## src/rtl/ffcp_commit_reader_pkg.sv

```systemverilog
// Shared constants and state type for the FFCP commit reader.
// Payload length, index width and packet-buffer partition geometry live here.
package ffcp_commit_reader_pkg;

   localparam int unsigned FFCP_DATA_LEN    = 769;
   localparam int unsigned FFCP_INDEX_LEN   = 6;
   localparam int unsigned BYTE_LEN         = 8;
   localparam int unsigned PB_PART_ADDR_LEN = 10;
   localparam int unsigned PB_RAM_LATENCY   = 2;

   typedef enum logic [1:0] {
      StIdle  = 2'd0,
      StRead  = 2'd1,
      StDrain = 2'd2
   } state_t;

endpackage

```

## src/rtl/ffcp_valid_pipe.sv

```systemverilog
// Fixed-depth shift register with asynchronous active-low clear.
// Carries per-read sideband flags alongside the packet-buffer read latency.
module ffcp_valid_pipe #(
   parameter int unsigned WIDTH = 2,
   parameter int unsigned DEPTH = 2
) (
   input  logic             i_clk,
   input  logic             i_rst_n,
   input  logic [WIDTH-1:0] i_d,
   output logic [WIDTH-1:0] o_q
);

   logic [DEPTH-1:0][WIDTH-1:0] r_stage;

   always_ff @(posedge i_clk or negedge i_rst_n) begin
      if (!i_rst_n) begin
         r_stage <= '0;
      end else begin
         for (int unsigned i = DEPTH - 1; i > 0; i--) begin
            r_stage[i] <= r_stage[i-1];
         end
         r_stage[0] <= i_d;
      end
   end

   assign o_q = r_stage[DEPTH-1];

endmodule

```

## src/rtl/ffcp_commit_reader.sv

```systemverilog
// Streams one committed packet-buffer partition's payload to the DMA pipeline,
// one byte per downstream request, and signals completion back to the rx server.
module ffcp_commit_reader
   import ffcp_commit_reader_pkg::*;
#(
   parameter int unsigned DATA_LEN      = FFCP_DATA_LEN,
   parameter int unsigned INDEX_LEN     = FFCP_INDEX_LEN,
   parameter int unsigned PART_ADDR_LEN = PB_PART_ADDR_LEN,
   parameter int unsigned RAM_LATENCY   = PB_RAM_LATENCY
) (
   input  logic                               i_clk,
   input  logic                               i_rst_n,
   input  logic                               i_commit,
   input  logic [INDEX_LEN-1:0]               i_commit_index,
   input  logic                               i_readclk,
   output logic                               o_ram_rden,
   output logic [INDEX_LEN+PART_ADDR_LEN-1:0] o_ram_addr,
   input  logic [BYTE_LEN-1:0]                i_ram_data,
   output logic                               o_outclk,
   output logic [BYTE_LEN-1:0]                o_out,
   output logic                               o_commit_done,
   output logic                               o_busy,
   output logic                               o_overrun
);

   localparam logic [PART_ADDR_LEN-1:0] LastCnt = PART_ADDR_LEN'(DATA_LEN - 1);

   state_t                   r_state, w_state_d;
   logic [INDEX_LEN-1:0]     r_idx, w_idx_d;
   logic [PART_ADDR_LEN-1:0] r_cnt, w_cnt_d;
   logic                     r_overrun, w_overrun_d;

   logic       w_read;
   logic       w_last_rd;
   logic [1:0] w_pipe_q;
   logic       w_valid;
   logic       w_last;

   assign w_read    = (r_state == StRead) && i_readclk;
   assign w_last_rd = w_read && (r_cnt == LastCnt);

   ffcp_valid_pipe #(
      .WIDTH (2),
      .DEPTH (RAM_LATENCY)
   ) u_valid_pipe (
      .i_clk   (i_clk),
      .i_rst_n (i_rst_n),
      .i_d     ({w_read, w_last_rd}),
      .o_q     (w_pipe_q)
   );

   assign w_valid = w_pipe_q[1];
   assign w_last  = w_pipe_q[0];

   assign o_ram_rden    = w_read;
   assign o_ram_addr    = w_read ? {r_idx, r_cnt} : '0;
   assign o_outclk      = w_valid;
   assign o_out         = w_valid ? i_ram_data : '0;
   assign o_commit_done = w_valid && w_last;
   assign o_busy        = (r_state != StIdle);
   assign o_overrun     = r_overrun;

   always_comb begin
      w_state_d   = r_state;
      w_idx_d     = r_idx;
      w_cnt_d     = r_cnt;
      w_overrun_d = r_overrun;
      case (r_state)
         StIdle: begin
            if (i_commit) begin
               w_idx_d   = i_commit_index;
               w_cnt_d   = '0;
               w_state_d = StRead;
            end
         end
         StRead: begin
            if (w_read) begin
               w_cnt_d = r_cnt + 1'b1;
               if (w_last_rd) w_state_d = StDrain;
            end
            if (i_commit) w_overrun_d = 1'b1;
         end
         StDrain: begin
            // A commit landing on the completion cycle is the one accepted while busy.
            if (o_commit_done) begin
               if (i_commit) begin
                  w_idx_d   = i_commit_index;
                  w_cnt_d   = '0;
                  w_state_d = StRead;
               end else begin
                  w_state_d = StIdle;
               end
            end else if (i_commit) begin
               w_overrun_d = 1'b1;
            end
         end
         default: w_state_d = StIdle;
      endcase
   end

   always_ff @(posedge i_clk or negedge i_rst_n) begin
      if (!i_rst_n) begin
         r_state   <= StIdle;
         r_idx     <= '0;
         r_cnt     <= '0;
         r_overrun <= 1'b0;
      end else begin
         r_state   <= w_state_d;
         r_idx     <= w_idx_d;
         r_cnt     <= w_cnt_d;
         r_overrun <= w_overrun_d;
      end
   end

endmodule

```

## config.mk

```make
export PLATFORM = sky130hd
export DESIGN_NAME = ffcp_commit_reader
export DESIGN_NICKNAME = d
export VERILOG_FILES = /design/src/rtl/ffcp_commit_reader_pkg.sv /design/src/rtl/ffcp_valid_pipe.sv /design/src/rtl/ffcp_commit_reader.sv
export SDC_FILE = /design/constraint.sdc
export NUM_CORES = 1
export LEC_CHECK = 0
export CORE_MARGIN = 4
export CORE_UTILIZATION = 43
export DETAILED_ROUTE_END_ITERATION = 10
export GPL_TIMING_DRIVEN = 0
export PLACE_DENSITY = 0.89
export SLEW_MARGIN = 20
export SYNTH_ARGS = -nofsm -noshare
export SYNTH_HDL_FRONTEND = slang
export SYNTH_SLANG_ARGS = --single-unit
```

## constraint.sdc

```tcl
create_clock -name i_clk -period 1.9 [get_ports i_clk]
set_clock_uncertainty 0.1 [all_clocks]
set_input_delay 0.285 -clock i_clk [delete_from_list [all_inputs] [get_ports i_clk]]
set_output_delay 0.285 -clock i_clk [all_outputs]
set_load 0.1 [all_outputs]
```

; ---- After elaboration in Yosys (flattened, before gate mapping)
; Index checks and enable logic that the tools add are counted.
[totals]
register_bits = 23
inputBits = 18
out_inout_bits = 29
wordCells = 45
[classes]
add_sub_neg = 1
n_eq_ne = 8
muxes = 18
reduce_logical = 12
[ops]
columns = operator, count
row1 = two-way mux 10 bit, 3
row2 = one-hot mux 10 bit (3 select lines), 1
row3 = two-way mux 16 bit, 1
row4 = two-way mux 6 bit, 2
row5 = one-hot mux 6 bit (2 select lines), 1
row6 = adder 10 x 1 -> 10 bit (second input constant), 1
row7 = == test 10 bit (second input constant), 1
row8 = inequality test 2 bit (second input constant), 5
row9 = two-way mux 2 bit, 4
row10 = two-way mux 8 bit, 1
row11 = one-hot mux 2 bit (3 select lines), 1
row12 = nonzero test 2 bit, 3
row13 = AND reduction 2 bit, 2
row14 = AND reduction 4 bit, 1
row15 = logical AND 1 bit, 3
row16 = two-way mux 1 bit, 3
row17 = AND reduction 3 bit, 1
row18 = nonzero test 3 bit, 1
row19 = == test 2 x 1 -> 1 bit (second input constant), 1
row20 = == test 2 bit (second input constant), 1
row21 = logical NOT 2 bit, 1
row22 = one-hot mux 1 bit (2 select lines), 1

; ---- Longest topological paths before layout
; Gate-level depths: netlist of run 1.
[logic_depth]
depth_word = 6
ltp_mapped = 6
ltp_nobuf = 5

; ---- Cells and area by module
; From an unflattened synthesis of run 1, not the netlist that was laid out.
[hier_totals]
hier_cells = 118
area_unflattened_um2 = 1232.4
[by_module_without_submodules]
columns = module, n_inst, cells_per_inst, area_per_inst_um2, seq_area_each_um2
row1 = ffcp_commit_reader, 1, 112, 1117.3, 475.5
row2 = ffcp_valid_pipe, 1, 6, 115.1, 100.1

; ---- Worst setup path before layout of run 1
; No wires, ideal clock.
[synth_path]
path_type = register -> output
from = register r_state[1]
to = output port o_ram_addr[10]
arrival_time_ns = 2.167
required_ns = 1.515
path_slack_ns = -0.652
path_stages_with_launch = 6
path_buffers = 2
path_cell_list = dfrtp_1 > nand3b_1 > buf_2 > inv_1 > buf_2 > and2_1
[synth_via]
elab_chain_cells = 3
[synth_lines]
columns = element, line
row1 = from (decl), ffcp_commit_reader.sv:28  ; state_t r_state, w_state_d;
row2 = from (signal assigned), ffcp_commit_reader.sv:103  ; r_state <= StIdle;
row3 = from (signal assigned), ffcp_commit_reader.sv:108  ; r_state <= w_state_d;
row4 = == test 2 x 1 -> 1 bit, ffcp_commit_reader.sv:39  ; assign w_read = (r_state == StRead) && i_readclk;
row5 = logical AND 1 bit, ffcp_commit_reader.sv:39
row6 = net o_ram_rden, ffcp_commit_reader.sv:16  ; output logic o_ram_rden,
row7 = two-way mux 16 bit, ffcp_commit_reader.sv:56  ; assign o_ram_addr = w_read ? {r_idx, r_cnt} : '0;
row8 = to (decl), ffcp_commit_reader.sv:17  ; output logic [INDEX_LEN+PART_ADDR_LEN-1:0] o_ram_addr,
; The timed path passes the listed nets, and every way through them passes these cells.

; ---- Worst setup path after layout of run 1
[layout_path]
from = register r_state[1]
to = output port o_ram_addr[7]
[layout_via]
elab_chain_cells = 3
[layout_lines]
columns = element, line
row1 = == test 2 x 1 -> 1 bit, ffcp_commit_reader.sv:39
row2 = logical AND 1 bit, ffcp_commit_reader.sv:39
row3 = two-way mux 16 bit, ffcp_commit_reader.sv:56
; Every way passes these cells.

==> summary.txt, run 1 <==
Setup path
  – Crit path capture type: output pin
  – Crit start category: flip-flop
  – FF-to-FF setup slack: roughly 100 ps
  – Worst EP required: 1510 ps
  – Reg2Reg Depth: 4
  – Worst setup path start: r_state[1]
  – Critical setup path kind: flip-flop to output pin
  – End of the worst register-to-register path: r_cnt[8]
  – Critical Path AT: about 1700 ps
  – Critical path peak fanout: 5
  – Reg-to-reg startpoint: r_state[1]

Synth
  – Yosys top cell by area: dfrtp_1
  – Top cells by count, synth: dfrtp_1 (23), and2_1 (21), inv_1 (7)
  – Ys flop type: dfrtp_1
  – Ys Warns: 0
  – Synthesized cell area: 0.001210 mm2
  – Yosys reg bits: 23
  – Synth cell types: 32
  – Register area share after synthesis: 0.4757
  – Async SR Flop Fraction: 1.000
  – Post-synth EDFFs: 0
  – Most frequent cell after synthesis: dfrtp_1
  – Syn_area_per_cell: around 10 um2
  – Share of the synthesized area in the top cell type: 0.4757
  – Post-Syn Instances: roughly 120
  – Top cells by area, synth: dfrtp_1 (48%), and2_1 (11%), mux2_2 (5.6%)
  – Syn Nets: 137

Run status
  – Violated checks: negative setup slack
  – Outcome: complete, but fails checks

Floorplan
  – Effective utilization at floorplan: 0.4671
  – I/O pins: 47
  – Die Ht: 61.05 um
  – Die width: 61.05 um
  – Core Area: 0.002590 mm2
  – Core Rows: 18
  – Die area: around 0.0037 mm2

Routing
  – Antenna Nets Post-Route: 0
  – DR iter-0 viols: 52
  – Via density: approximately 5.8
  – Drt pass-1 iters: 4
  – DRC Markers: 0
  – Via count: between 1000 and 1500
  – Total Wirelength: between 3000 and 4000 um
  – Wire per inst: 17.86 um

Layout
  – Core Util, Final: 0.7971
  – Nets: 200
  – Antenna cells: 0
  – Share of layout cells above drive strength 1: 0.4972
  – P&R area growth vs syn: 70.63%
  – Final instance area: roughly 0.0021 mm2
  – Fin cells: 209

STA
  – Setup violators final: 13
  – Fin. max-slew vios: 0
  – Setup_tns: -1273 ps
  – Final hold vios: 0
  – Fin worst setup slack: -134.3 ps
  – RSZ-0062 raised after global routing: true
  – Slew @ Worst Pin: 548.7 ps
  – Hold_ws: 268.9 ps
  – Final Critical Period: 2034 ps
  – Fmax: 491.6 MHz
  – Final period util: 1.071
  – Worst slew margin: 0.6359

Worst hold path
  – Tightest Hold Check Type: flip-flop to flip-flop
  – Hold depth: 0
  – Hold Path End: u_valid_pipe.o_q[1]
  – Hold path start: u_valid_pipe.r_stage[1]

GRT
  – Initial antenna violation count: 0
  – First-pass GRT wire length: around 5000 um
  – Total grt overflow: 0
  – Largest net degree at the start of global routing: 24
  – Met2 Use GR: 0.3323
  – GR peak layer: met2
  – Total GRT Usage: 0.1841
  – Met3 Resource Use GR: 0.05241
  – Vias in the first global route: 1131
  – Grt met1 use: 0.2069

Clocking
  – Clock latency on the worst-skew pair: around 320 ps
  – H-Tree Depth: 1
  – Root buf cell: clkbuf_4
  – CTS Sinks: 23
  – Clock Path Buffers: 2
  – CTS Buf Count: 3
  – Worst-path clk slew: 130 ps
  – CTS tree: done

Placement
  – Port Buffers: 46
  – DP Area: 0.001754 mm2
  – Placed insts: 193
  – RePlAce Congestion: roughly 0.91
  – Post-place setup slack: -1324 ps
  – DP HPWL: ~2200 um

Power
  – PD cells: 789.9 mW/mm2
  – Pleak: about 0.93 nW
  – Total power draw: 1.631 mW
  – Worst VDD drop: 0.6944 mV

Job
  – MaxCap Viol Count: 0
[cells by family (layout without fill, tap and decap cells)]
group,Yosys count,after routing,share of synthesized area
and+or+nand+nor,50,50,0.2627
buffers and inverters,11,73,0.04033
muxes,8,8,0.07239
DFF,23,23,0.4757
AOI/OAI and AO/OA,23,23,0.1282
adders and majority gates,2,2,0.02068
[sequential cells by signal (all words and copies together) (netlist names)]
signal and cells:
r_cnt 10, r_idx 6, r_state 2, u_valid_pipe.o_q 2
u_valid_pipe.r_stage 2, o_overrun 1
[metal layers]
| metal | wire (um) | vias up |
|---|---|---|
| met1 | 1242 | 583 |
| met2 | 2028 | 75 |
| li1 | - | 538 |
| met4 | 62 | 0 |
| met5 | 0 | - |
| met3 | 399 | 7 |
[timing repair]
action	in CTS	in global routing
hold buffers	0	1
gates cloned	1	0
setup endpoints to repair	29	20
pin swaps	5	0
setup buffers	6	4
gates resized for setup	218	20
hold endpoints to repair	0	23
[cell type report]
class                      instances  area (um2)
inverter                           7       33.78
buffer                             4       35.03
tap                               30       37.54
sequential                        23       580.6
fill                             158       525.5
clock buffer                       3       22.52
timing repair buffer              58       708.2
clock inverter                     1       5.005
multi-input combinational         83       641.9
[power breakdown]
group          leakage, nW  internal [mW]  switching [mW]
sequential           0.290          0.546          0.0809
combinational        0.617          0.281           0.485
clock               0.0177         0.0788           0.159
total                0.925          0.905           0.725
[worst max-delay path: stages, from the launching register on]
cell	delay [ps]
dfrtp_1	420
nand3b_1	220
buf_6	170
inv_8	70
buf_6	120
and2_4	160
buf_12	170
[worst max path at each step]
stage                     end  cells past startpoint
2_1_floorplan  o_ram_addr[10]                      5
3_3_place_gp    o_ram_addr[9]                      7
3_5_place_dp   o_ram_addr[11]                      7
4_1_cts        o_ram_addr[14]                      6
5_1_grt         o_ram_addr[7]                      6
6_report        o_ram_addr[7]                      6
[layout by cell type, fill, tap and decap left out, drive strengths merged, types with 4 or more instances in the layout]
| master | netlist | routed |
|---|---|---|
| buf | 3 | 39 |
| o31ai | 4 | 4 |
| inv | 7 | 7 |
| mux2 | 6 | 6 |
| clkdlybuf4s50 | 0 | 15 |
| clkbuf | 1 | 7 |
| and2 | 21 | 21 |
| nand2 | 6 | 6 |
| o21ai | 6 | 6 |
| dfrtp | 23 | 23 |
| a21oi | 6 | 6 |
Power figures use the tool's default switching activity.
==> run 2, diff against run 1 <==
Settings changed: CORE_UTILIZATION 43 to 39, PLACE_DENSITY 0.89 to 0.86.
Clock period 1.9 ns to 1.7 ns, I/O delays scaled along.
==> summary.txt, run 2 (synthesized netlist as in run 1, its figures left out) <==
Run status
  – Outcome: complete, but fails checks
  – Violated checks: negative setup slack

Clocking
  – CTS Sinks: 23
  – CTS tree: done
  – Root buf cell: clkbuf_4
  – H-Tree Depth: 1
  – CTS Buf Count: 3
  – Clock latency on the worst-skew pair: 320 ps
  – Worst-path clk slew: ~120 ps
  – Clock Path Buffers: 2

Floorplan
  – I/O pins: 47
  – Core Rows: 19
  – Effective utilization at floorplan: 0.4241
  – Die width: 63.70 um
  – Die area: slightly above 0.004 mm2
  – Core Area: 0.002853 mm2
  – Die Ht: approximately 64 um

GRT
  – First-pass GRT wire length: roughly 5900 um
  – Largest net degree at the start of global routing: 24
  – Vias in the first global route: 1234
  – Total GRT Usage: 0.1862
  – Total grt overflow: 0
  – Initial antenna violation count: 0

Layout
  – Footprint of the multi-input gates: roughly 700 um2
  – Nets: 208
  – Register area: 580.6 um2
  – Largest register FFs: 10
  – Core Util, Final: 0.8057
  – Largest reg by FF count: r_cnt
  – P&R area growth vs syn: 89.97%
  – Antenna cells: 0
  – # fillers: 162
  – Largest regs: r_cnt x10, r_idx x6
  – Commonest non-fill, non-tap cells in the layout: buf_12 (21), dfrtp_1 (21), clkdlybuf4s50_1 (15)
  – Share of layout cells above drive strength 1: 0.5775

Routing
  – Wire per inst: 17.60 um
  – Total Wirelength: 3836 um
  – DR iter-0 viols: 54
  – Via count: 1219
  – DRC Markers: 0
  – Antenna Nets Post-Route: 0
  – Drt pass-1 iters: 6
  – Via density: 5.592

Setup path
  – Crit path capture type: output pin
  – Crit start category: flip-flop
  – Worst setup path start: r_state[1]
  – End of the worst register-to-register path: r_cnt[7]
  – Worst path max stage delay: roughly 400 ps
  – FF-to-FF setup slack: -100 ps
  – Cell repeated most along the worst path: buf_12
  – CP max-delay cell: dfrtp_1
  – Worst Setup EP: o_ram_addr[9]
  – Critical Path AT: 1660 ps
  – Worst EP required: 1340 ps
  – Critical setup path kind: flip-flop to output pin
  – Critical path peak fanout: 6
  – Reg-to-reg startpoint: r_state[1]
  – Reg2Reg Depth: 5
  – Crit-path cells: nand3b_1, buf_6, inv_8, buf_12, and2_4, buf_12

STA
  – Setup violators final: 20
  – Final hold vios: 0
  – Final Critical Period: 2014 ps
  – Slew @ Worst Pin: around 570 ps
  – Worst slew margin: 0.6226
  – Fin worst setup slack: -313.8 ps
  – Setup_tns: -4513 ps
  – Fin. max-slew vios: 0
  – Final period util: 1.185
  – RSZ-0062 raised after global routing: true
  – Fmax: between 400 and 500 MHz

Placement
  – Port Buffers: 46
  – Post-place setup slack: -1293 ps
  – RePlAce Congestion: 0.8712
  – DP HPWL: 2313 um

Power
  – Pleak: 1.041 nW
  – PD cells: 830.1 mW/mm2
  – Worst VDD drop: 0.6027 mV
  – Total power draw: 1.908 mW

Job
  – MaxCap Viol Count: 0

Worst hold path
  – Tightest Hold Check Type: flip-flop to flip-flop
## run 2: cell types whose count changed in the layout (fill, tap and decap cells not counted), moves of 3 or more
cell      previous run  this run
buf_4               16        13
buf_6                3        14
inv_1                4         1
buf_12              18        21
clkbuf_4             6         3
inv_2                2         5
## run 2: critical path: cells and delay by family, from the launching register on
kind	cells	cell delay, ps
simple gates	2	390
buf+inv	4	550
flops	1	400
## run 2: how the worst min path moves through the flow
stage	startpoint	end	slack, ps	depth (start not counted)
finish	u_valid_pipe.r_stage[0]	u_valid_pipe.o_q[0]	270	0
global route	u_valid_pipe.r_stage[0]	u_valid_pipe.o_q[0]	280	0
CTS	u_valid_pipe.r_stage[0]	u_valid_pipe.o_q[0]	270	0
detailed placement	u_valid_pipe.r_stage[0]	u_valid_pipe.o_q[0]	240	0
global placement	u_valid_pipe.r_stage[0]	u_valid_pipe.o_q[0]	230	0
floorplan	i_rst_n	o_overrun	-140	0
## run 2: power by group
group / leakage [nW] / switching [mW] / total [mW] / internal [mW]
clock: 0.0177 / 0.173 / 0.261 / 0.0881
sequential: 0.290 / 0.0906 / 0.701 / 0.610
combinational: 0.732 / 0.570 / 0.946 / 0.376
## run 2: final cells by class
class | count | share of cell area
inverter | 7 | 0.01470
buffer | 4 | 0.02504
sequential | 23 | 0.2526
multi-input combinational | 83 | 0.3059
clock buffer | 3 | 0.009799
timing repair buffer | 66 | 0.3729
clock inverter | 1 | 0.002177
tap | 31 | 0.01688
## run 2: per-layer routing
metal  wire [um]  share of wire  GRT usage
met1        1274           0.33     0.1846
met2        2086           0.54     0.3585
met3         393           0.10    0.05861
met4          82          0.021    0.06739
met5           0              0          0
## run 2: timing repair
action | CTS | global route
setup endpoints to repair | 33 | 38
hold endpoints to repair | 0 | 23
gates resized for setup | 248 | 16
setup buffers | 13 | 6
hold buffers | 0 | 1
cloned | 1 | 0
pin swaps | 6 | 4
## run 2: metrics by stage
| stage | instances | instance area (um2) | hold WS, ps |
|---|---|---|---|
| global route | 218 | 2298 | 281.1 |
| global placement | 194 | 1804 | 231.6 |
| CTS | 212 | 2196 | 270.3 |
| finish | 218 | 2298 | 268.6 |
| detailed placement | 194 | 1804 | 241.8 |
| floorplan | 117 | 1305 | -140.6 |
